<file path="src/rtl/alu_mul_datapath_pkg.sv">
// Shared types and fixed-point constants for the picoMips accumulator datapath.
// Q4.3 immediates: UNITY is 1.0, so the add path can reuse the multiplier.
package alu_pkg;

  typedef logic signed [7:0] word_t;

  localparam int    FRAC_BITS = 3;
  localparam word_t UNITY     = 8'sd8;

endpackage

</file>
<file path="src/rtl/alu_mul_datapath_if.sv">
// Control/data bundle between the decoder/register file and the accumulator datapath.
interface alu_mul_datapath_if;
  import alu_pkg::*;

  word_t imm;
  word_t reg_data;
  word_t sw;
  logic  we;
  logic  sel_sw;
  logic  sel_imm;
  logic  use_mul;
  logic  use_acc;
  word_t acc;

  modport master (
    output imm, reg_data, sw, we, sel_sw, sel_imm, use_mul, use_acc,
    input  acc
  );

  modport slave (
    input  imm, reg_data, sw, we, sel_sw, sel_imm, use_mul, use_acc,
    output acc
  );

endinterface

</file>
<file path="src/rtl/alu_mul_datapath_leaves.sv">
// Combinational 8-bit leaf cells of the accumulator datapath: 2:1 mux,
// pass-or-zero gate and a signed multiplier keeping the low product byte.
module mulmux
  import alu_pkg::*;
(
  input  logic  sel,
  input  word_t a,
  input  word_t b,
  output word_t y
);
  assign y = sel ? a : b;
endmodule

module mul0mux
  import alu_pkg::*;
(
  input  logic  en,
  input  word_t in,
  output word_t y
);
  assign y = en ? in : '0;
endmodule

module mult
  import alu_pkg::*;
(
  input  word_t a,
  input  word_t b,
  output word_t y
);
  // The low byte of a product is identical for signed and unsigned operands.
  assign y = a * b;
endmodule

</file>
<file path="src/rtl/alu_mul_datapath.sv">
// Accumulator datapath: add/load an operand into ACC, or scale ACC by a Q4.3
// immediate; both modes share one 11-bit multiply followed by a >>> 3.
module alu_mul_datapath
  import alu_pkg::*;
(
  input  logic                 clk,
  input  logic                 rst,
  alu_mul_datapath_if.slave    bus
);

  word_t acc_q;
  word_t data_lo;
  word_t data;
  word_t p1;
  word_t p2;
  word_t sum;
  word_t mul_imm;
  word_t mb;
  word_t acc_next;

  logic signed [10:0] sum_ext;
  logic signed [10:0] mb_ext;
  logic signed [10:0] prod;

  mulmux u_mux_imm (.sel(bus.sel_imm), .a(bus.imm), .b(bus.reg_data), .y(data_lo));
  mulmux u_mux_sw  (.sel(bus.sel_sw),  .a(bus.sw),  .b(data_lo),      .y(data));

  mul0mux u_zero_acc  (.en(bus.use_acc),  .in(acc_q), .y(p1));
  mul0mux u_zero_data (.en(~bus.use_mul), .in(data),  .y(p2));

  mult u_mult (.a({7'b0, bus.use_mul}), .b(bus.imm), .y(mul_imm));

  // Outside multiply mode the multiplier sees UNITY (8), so the shift cancels out.
  assign mb  = mul_imm | {4'b0, ~bus.use_mul, 3'b0};
  assign sum = p1 + p2;

  assign sum_ext  = 11'(sum);
  assign mb_ext   = 11'(mb);
  assign prod     = sum_ext * mb_ext;
  assign acc_next = prod[FRAC_BITS +: 8];

  always_ff @(posedge clk or posedge rst) begin
    if (rst)
      acc_q <= '0;
    else if (bus.we)
      acc_q <= acc_next;
  end

  assign bus.acc = acc_q;

endmodule

</file>
<file path="src/flat_wrapper.sv">
// flat-port wrapper written by rule: the top's interface ports become plain ports
module alu_mul_datapath_flat import alu_pkg::*;
  (clk, rst, bus_imm, bus_reg_data, bus_sw, bus_we, bus_sel_sw, bus_sel_imm, bus_use_mul, bus_use_acc, bus_acc);
  alu_mul_datapath_if bus_i ();
  input  logic clk;
  input  logic rst;
  input wire logic [$bits(bus_i.imm)-1:0] bus_imm;
  input wire logic [$bits(bus_i.reg_data)-1:0] bus_reg_data;
  input wire logic [$bits(bus_i.sw)-1:0] bus_sw;
  input wire logic [$bits(bus_i.we)-1:0] bus_we;
  input wire logic [$bits(bus_i.sel_sw)-1:0] bus_sel_sw;
  input wire logic [$bits(bus_i.sel_imm)-1:0] bus_sel_imm;
  input wire logic [$bits(bus_i.use_mul)-1:0] bus_use_mul;
  input wire logic [$bits(bus_i.use_acc)-1:0] bus_use_acc;
  output wire logic [$bits(bus_i.acc)-1:0] bus_acc;
  assign bus_i.imm = bus_imm;
  assign bus_i.reg_data = bus_reg_data;
  assign bus_i.sw = bus_sw;
  assign bus_i.we = bus_we;
  assign bus_i.sel_sw = bus_sel_sw;
  assign bus_i.sel_imm = bus_sel_imm;
  assign bus_i.use_mul = bus_use_mul;
  assign bus_i.use_acc = bus_use_acc;
  assign bus_acc = bus_i.acc;
  alu_mul_datapath u_core (.clk(clk), .rst(rst), .bus(bus_i));
endmodule
</file>
<file path="config.mk">
export PLATFORM = sky130hd
export DESIGN_NAME = alu_mul_datapath_flat
export DESIGN_NICKNAME = d
export VERILOG_FILES = /design/src/rtl/alu_mul_datapath_pkg.sv /design/src/rtl/alu_mul_datapath_if.sv /design/src/rtl/alu_mul_datapath_leaves.sv /design/src/rtl/alu_mul_datapath.sv /design/src/flat_wrapper.sv
export SDC_FILE = /design/constraint.sdc
export NUM_CORES = 1
export LEC_CHECK = 0
export CAP_MARGIN = 20
export CORE_MARGIN = 5
export CORE_UTILIZATION = 55
export DETAILED_ROUTE_END_ITERATION = 7
export DONT_BUFFER_PORTS = 1
export PLACE_DENSITY = 0.68
export SLEW_MARGIN = 40
export SYNTH_ARGS = -nofsm -noshare
export SYNTH_HDL_FRONTEND = slang
export SYNTH_SLANG_ARGS = --single-unit
</file>
<file path="constraint.sdc">
create_clock -name clk -period 8 [get_ports clk]
set_input_delay 1.6 -clock clk [delete_from_list [all_inputs] [get_ports clk]]
set_output_delay 1.6 -clock clk [all_outputs]
set_load 0.1 [all_outputs]
</file>
# --- After elaboration in Yosys (flattened, before gate mapping) ---
# Cells that the tools add are included.
totals:
  regBits: 8
  inputBits: 31
  output_inout_bits: 8
  wordCells: 10
op_classes:
  add_sub_neg: 1
  mul: 2
  n_mux: 4
  bitwise_logic: 2
op_table:
  columns: ["op", "count"]
  rows:
  - ["$mux 8", 4]
  - ["$mul 8x8->11", 1]
  - ["$add 8x8->8", 1]
  - ["$mul 2x8->8", 1]
  - ["$or 8x4->8", 1]
  - ["$not 1->1", 1]

# --- Longest topological paths before layout ---
# Gate-level depths: netlist of the first run.
depth:
  depth_word: 5
  ltp_mapped: 30
  mapped_depth_nobuf: 28

# --- Cells and area by module ---
# A second synthesis of the first run with hierarchy kept.
hier_totals:
  hier_cells: 399
  area_unflattened_um2: 3614.7
by_module_without_submodules:
  columns: ["module", "instances", "cells_each", "area_per_inst_um2"]
  rows:
  - ["alu_mul_datapath", 1, 257, 2297.2]
  - ["mult", 1, 108, 954.7]
  - ["mulmux", 2, 9, 131.4]
  - ["mul0mux", 2, 8, 50.0]

# --- Worst setup path after synthesis of the first run ---
# No wires, ideal clock.
synth_timing:
  path_kind: "input -> register"
  from: "input bus_use_mul"
  to: "register u_core.acc_q[7] (netlist: u_core.bus.acc[7])"
  t_arrival_ps: 7673
  setup_slack_ps: 249
  path_stages: 27
  path_buffers: 3
  cell_sequence: "buf_2 -> clkbuf_1 -> clkbuf_1 -> nor2_1 -> ha_1 -> fa_1 -> a211oi_1 -> nor2_1 -> nor2_1 -> nor2_1 -> nor2_1 -> xor2_1 -> or2_2 -> fa_1 -> fa_1 -> inv_1 -> fa_1 -> inv_1 -> fa_1 -> inv_1 -> ha_1 -> o21ai_0 -> o21bai_1 -> a21oi_1 -> xnor3_1 -> xnor3_1 -> a21oi_1"
synth_via:
  elab_chain_len: 3
synth_lines:
  columns: ["item", "line", "text"]
  rows:
  - ["start, declared", "flat_wrapper.sv:13", "input wire logic [$bits(bus_i.use_mul)-1:0] bus_use_mul;"]
  - ["$mul 2x8->8 (tied with other cells)", "alu_mul_datapath_leaves.sv:32", "assign y = a * b;"]
  - ["$or 8x4->8 or $add 8x8->8 (tied branches)", "alu_mul_datapath.sv:34, alu_mul_datapath.sv:35", null]
  - ["$mul 8x8->11 (*)", "alu_mul_datapath.sv:39", "assign prod = sum_ext * mb_ext;"]
  - ["end signal, assigned", "alu_mul_datapath.sv:46", "acc_q <= acc_next;"]
  - ["end, declared", "alu_mul_datapath.sv:11", "word_t acc_q;"]
# Every way passes the cells marked *; elsewhere a longest branch is shown, timed or not.
# A chain may end at the register's enable or synchronous reset.

# --- Worst setup path in the final report of the first run ---
layout_timing:
  from: "input bus_sel_imm"
  to: "register u_core.acc_q[7] (netlist: u_core.bus.acc[7])"
layout_via:
  elab_chain_len: 5
layout_lines:
  columns: ["item", "line", "text"]
  rows:
  - ["start, declared", "flat_wrapper.sv:12", "input wire logic [$bits(bus_i.sel_imm)-1:0] bus_sel_imm;"]
  - ["$mux 8 (2 in a row)", "alu_mul_datapath_leaves.sv:11", "assign y = sel ? a : b;"]
  - ["$mux 8", "alu_mul_datapath_leaves.sv:21", "assign y = en ? in : '0;"]
  - ["$add 8x8->8", "alu_mul_datapath.sv:35", "assign sum = p1 + p2;"]
  - ["$mul 8x8->11", "alu_mul_datapath.sv:39", null]
# Every way passes these cells.

==> metrics.cfg, run 1 <==
[run_status]
status = complete, no violations

[clocking]
clk_pin_slew_ns = 0.04
cts_tree = yes
cts_root_buffer = clkbuf_8
hold_buffers = 0
cts_buffers = 3
clockBufferDepth = 2
post-cts-setup-buffers = 0
cts_resized = 0
clk_latency_ns = 0.22
clock-sinks = 8
h-tree-depth = 1

[grt]
top_usage_layer = met2
grt_use_total = 0.203
antenna_found_initial = 0
grt_util_met2 = 0.336
grt_max_degree = 28
gr-total-overflow = 0
grt_pass1_wl_mm = 10.0
use_met1 = 0.288
grt_pass1_vias = 2041
use_met3 = 0.0217

[synthesis]
synth_top_area_cell = fa_1
yosysTopAreaCellShare = 0.251
synth.cell_area_mm2 = 0.00255
syn_inst = 311
synth_area_leaders = fa_1 25%, ha_1 14%, inv_1 8.4%
syn_nets = 402
ys.flop_type = dfrtp_1
synth_edf_count = 0
async_reset_ff_frac = 1.00
yosysSeqAreaShare = 0.0785
yosys_warnings = 0
postSynthAreaPerCell_um2 = 8.20
synth.distinct_cells = 41
ys_ff_latch = 8

[hold_path]
hp-class = reg -> reg

[placed_design]
gp_congestion = 0.867
place_hpwl_mm = 5.04
dp_slack_ns = 0.348
io_buffers = 0

[setup_path]
crit_path_max_fanout = 8
crit_family = adder cells
crit_top_cell = nor2_1
critical-path-max-stage-delay_ns = 0.54
path_buf_inv = 4
start_kind = input port
worstPathArrival_ns = 7.58
crit_path_end_kind = register
required_ns = 8.14
crit_slowest_cell = fa_1
critPathKind = in -> reg

[layout]
fin_util = 0.598
nets = 400
area_growth_pct = 3.43
largest_reg_flops = 8
diodes = 0
fill_cells = 406
drive_above_1_share = 0.0879

[sta]
tightest_slew_ns = 0.575
max_slew_margin = 0.616
finalSetupViolCount = 0
hold_viol_final = 0
skew_ns = 0.00310
fin_tns_setup_ns = 0
rsz0062_at_grt = no
finalCritPeriodShare = 0.929
period_needed_ns = 7.44
fin_ws_ns = 0.565
max_freq_ghz = 0.134
hold_slack_ns = 0.844
slew_violations = 0

[drt]
antenna_left = 0
drt_iter0_markers = 107
num_vias = 2003
wl_per_cell_um = 16.3
first_pass_iters = 4
viasPerCell = 5.58
drt_wl_total_mm = 5.84
drcViolationCount = 0

[floorplan]
start_util = 0.578
die-area_mm2 = 0.00610
placementRows = 24
die_x_um = 78.1
core_mm2 = 0.00441
pin_count = 39
die_height_um = 78.1

[pwr]
comb_power_share = 0.744
total_leakage_power_nw = 1.27
p_total_mw = 1.11
powerDensity_mw_per_mm2 = 420
p_clk_frac = 0.043
ir_drop_v = 0.000416
p_sw_frac = 0.564
switching_power_mw = 0.625
pwr-share-seq = 0.214
p_int_mw = 0.484

[job]
max_cap_viol_count = 0

## path summary, 6_finish.rpt
kind,start,end,slack [ns],depth (start not counted)
hold reg to reg,u_core.bus.acc[7],u_core.bus.acc[7],0.84,2
min in group asynchronous,rst,u_core.bus.acc[2],1.21,1
hold / removal,u_core.bus.acc[7],u_core.bus.acc[7],0.84,2
setup / recovery,bus_sel_imm,u_core.bus.acc[7],0.56,26
setup reg to reg,u_core.bus.acc[2],u_core.bus.acc[7],1.49,23
max in group asynchronous,rst,u_core.bus.acc[7],6.54,1
## layout make-up
cell class	count	area [um2]	area share
clock buffer	3	41.3	0.0156
inverter	57	214	0.0811
multi-input combinational	237	2090	0.793
sequential	8	210	0.0797
tap	52	65.1	0.0247
timing repair buffer	2	15.0	0.00569
## worst reg2reg max path, stage by stage, from the launching register on
cell and delay [ns]:
dfrtp_2 0.60, and2_1 0.27, ha_1 0.37, o21ai_0 0.14
nor2_1 0.32, o21a_1 0.16, nor2_1 0.04, xnor2_1 0.43
nor2_1 0.13, fa_1 0.49, inv_1 0.05, fa_1 0.47
inv_1 0.06, fa_1 0.52, inv_1 0.06, fa_1 0.54
inv_1 0.04, ha_1 0.34, o21ai_0 0.25, o21bai_1 0.09
a21oi_1 0.15, xnor3_1 0.42, xnor3_1 0.35, a21oi_1 0.14
## through the flow
stage          std cells  area, um2
2_1_floorplan        311       2550
5_1_grt              359       2640
3_3_place_gp         356       2590
6_report             359       2640
4_1_cts              359       2640
3_5_place_dp         356       2600
## Yosys cell counts, types with 6 or more instances
master	instances
nor2_1	53
a21oi_1	12
ha_1	28
and3_1	6
and2_1	8
mux2i_1	8
nand2_1	11
a211oi_1	6
inv_1	57
xnor2_1	15
dfrtp_1	8
mux2_2	6
clkbuf_1	6
fa_1	32
## power groups by stage
stage / sequential, mW / combinational (mW) / clock, mW
3_3_place_gp: 0.233 / 0.809 / 0
4_1_cts: 0.238 / 0.832 / 0.0487
3_5_place_dp: 0.238 / 0.828 / 0
6_report: 0.237 / 0.825 / 0.0472
5_1_grt: 0.240 / 0.927 / 0.0527
2_1_floorplan: 0.227 / 0.649 / 0
## per-layer routing
layer  wire (um)  up-vias
met5           0        -
met4          66        0
met3         318        6
met2        2830       62
met1        2620      949
li1            -      986
## cell usage in the layout (no fill, tap or decap), types with 2 or more instances in the layout
cell type  count
buf_4          2
fa_1          32
mux2_2         6
or3_1          2
mux2i_1        8
nor2b_1        4
nor3_1         4
a21o_1         3
nor3b_1        2
or2_2          5
xor2_1         3
ha_1          28
nand3_1        2
o21ai_0        5
nor4_1         2
a21oi_1       12
inv_1         57
and3_1         6
xnor3_1        2
a211oi_1       6
clkbuf_8       3
dfrtp_2        8
nand2b_1       3
and2_1         8
nand2_1       11
xnor2_1       15
o21bai_1       3
nor2_1        53
## cell families after synthesis
kind of cell | Yosys count | share of synthesized area
mux | 14 | 0.0579
xor+xnor | 20 | 0.0795
simple gates | 106 | 0.197
flops | 8 | 0.0785
compound gates | 37 | 0.0976
buf+inv | 66 | 0.101
fa+ha+maj | 60 | 0.388
Power figures use the tool's default switching activity.
==> run 2: changes to the inputs <==
- GPL_ROUTABILITY_DRIVEN: unset -> 0
- SETUP_SLACK_MARGIN: unset -> 0.1
- SLEW_MARGIN: 40 -> 20
==> run 2 against run 1 <==
First-iteration DRC count is 2.8% lower. Clock skew is 0.0040 ns higher. Via count is 1.3% higher. Flip-flop and latch count stayed put. Hold slack better by 0.20 ns. Sequential share of layout area is 0.35 points lower. Combinational power hardly changed. Non-clock buffer count stayed put. Utilization is 0.23 points lower. Fmax is 0.25% higher. Clock power is 1% higher. Critical path type unchanged. Largest cell class unchanged. Highest routed layer is now met5.
==> metrics.cfg, run 2 (synthesis gave the netlist of run 1 again) <==
[run_status]
status = complete, no violations

[grt]
gr-total-overflow = 0
grt_use_total = 0.202
grt_pass1_vias = 2026
antenna_found_initial = 1
use_met1 = 0.279
top_usage_layer = met2
grt_util_met2 = 0.337
grt_pass1_wl_mm = 9.96
use_met3 = 0.0309
grt_max_degree = 28

[setup_path]
worstPathArrival_ns = 7.57
crit_family = adder cells
start_kind = input port
required_ns = 8.16
rr_worst_depth = 23
crit_path_max_fanout = 8
crit_path_end_kind = register
r2r_slack_ns = 1.24
r2r-start = u_core.bus.acc[1]
crit_top_cell = nor2_1
r2r_end = u_core.bus.acc[7]
critPathKind = in -> reg
path_buf_inv = 4
crit_slowest_cell = fa_1
critical-path-max-stage-delay_ns = 0.54

[layout]
drive_above_1_share = 0.0619
area_growth_pct = 3.04
largest_reg_flops = 8
fill_cells = 408
nets = 400
final_area_mm2 = 0.00263
layout_commonest_cell = inv_1
fin_util = 0.596
instances_no_fill = 359
final_cell_mix = 57 x inv_1, 53 x nor2_1, 32 x fa_1
diodes = 0

[hold_path]
min_path_cells = 2
hp-class = reg -> reg
hp-start = u_core.bus.acc[7]
hold_end = u_core.bus.acc[7]

[drt]
viasPerCell = 5.65
drcViolationCount = 0
antenna_left = 0
drt_wl_total_mm = 5.88
first_pass_iters = 4
drt_iter0_markers = 104
num_vias = 2029
wl_per_cell_um = 16.4

[sta]
tightest_slew_ns = 0.945
period_needed_ns = 7.42
fin_ws_ns = 0.583
hold_viol_final = 0
rsz0062_at_grt = no
slew_violations = 0
max_freq_ghz = 0.135
hold_slack_ns = 1.04
max_slew_margin = 0.370
fin_tns_setup_ns = 0
skew_ns = 0.00706
finalSetupViolCount = 0
finalCritPeriodShare = 0.927

[floorplan]
die-area_mm2 = 0.00610
core_mm2 = 0.00441
die_height_um = 78.1
start_util = 0.578
placementRows = 24
die_x_um = 78.1
pin_count = 39

[clocking]
clk_latency_ns = 0.23
h-tree-depth = 1
cts_root_buffer = clkbuf_8
clock-sinks = 8
hold_buffers = 0
clockBufferDepth = 2
clk_pin_slew_ns = 0.04
cts_buffers = 3
cts_resized = 0
cts_tree = yes
post-cts-setup-buffers = 0

[job]
max_cap_viol_count = 0

[placed_design]
io_buffers = 0
placed_area_mm2 = 0.00259
dp.cells = 356
dp_slack_ns = 0.359
place_hpwl_mm = 5.05

[pwr]
total_leakage_power_nw = 1.27
p_total_mw = 1.11
powerDensity_mw_per_mm2 = 422
ir_drop_v = 0.000366

## run 2: cell counts in the layout (fill, tap and decap cells not counted)
No cell type changed its count.
## run 2: area by class of cell
cell class	count	area, um2	area share
clock buffer	3	41.3	0.0157
inverter	57	214	0.0814
multi-input combinational	237	2090	0.796
sequential	8	200	0.0762
tap	52	65.1	0.0248
timing repair buffer	2	15.0	0.00571
## run 2: worst max path at each step
stage	startpoint	to	slack, ns	depth (start not counted)
2_1_floorplan	bus_use_mul	u_core.bus.acc[7]	0.25	27
3_3_place_gp	bus_sel_imm	u_core.bus.acc[7]	0.43	26
3_5_place_dp	bus_sel_imm	u_core.bus.acc[7]	0.36	27
4_1_cts	bus_sel_imm	u_core.bus.acc[7]	0.60	27
5_1_grt	bus_sel_imm	u_core.bus.acc[7]	0.24	27
6_report	bus_sel_imm	u_core.bus.acc[7]	0.58	26
## run 2: routing by layer
layer | share of wire | routed length, um
met5 | 0.0022 | 13
met4 | 0.012 | 69
met3 | 0.054 | 319
met2 | 0.48 | 2830
met1 | 0.45 | 2650
## run 2: worst register-to-register path, delay by kind of cell (launching register included)
family | cells | cell delay, ns
buf+inv | 4 | 0.22
xor+xnor | 3 | 1.04
compound gates | 6 | 1.18
flops | 1 | 0.93
fa+ha+maj | 6 | 2.62
simple gates | 4 | 0.71
## run 2: where the power goes
group / switching [mW] / internal, mW
registers: 0.171 / 0.0616
clock network: 0.0152 / 0.0325
logic: 0.441 / 0.387
total: 0.628 / 0.481
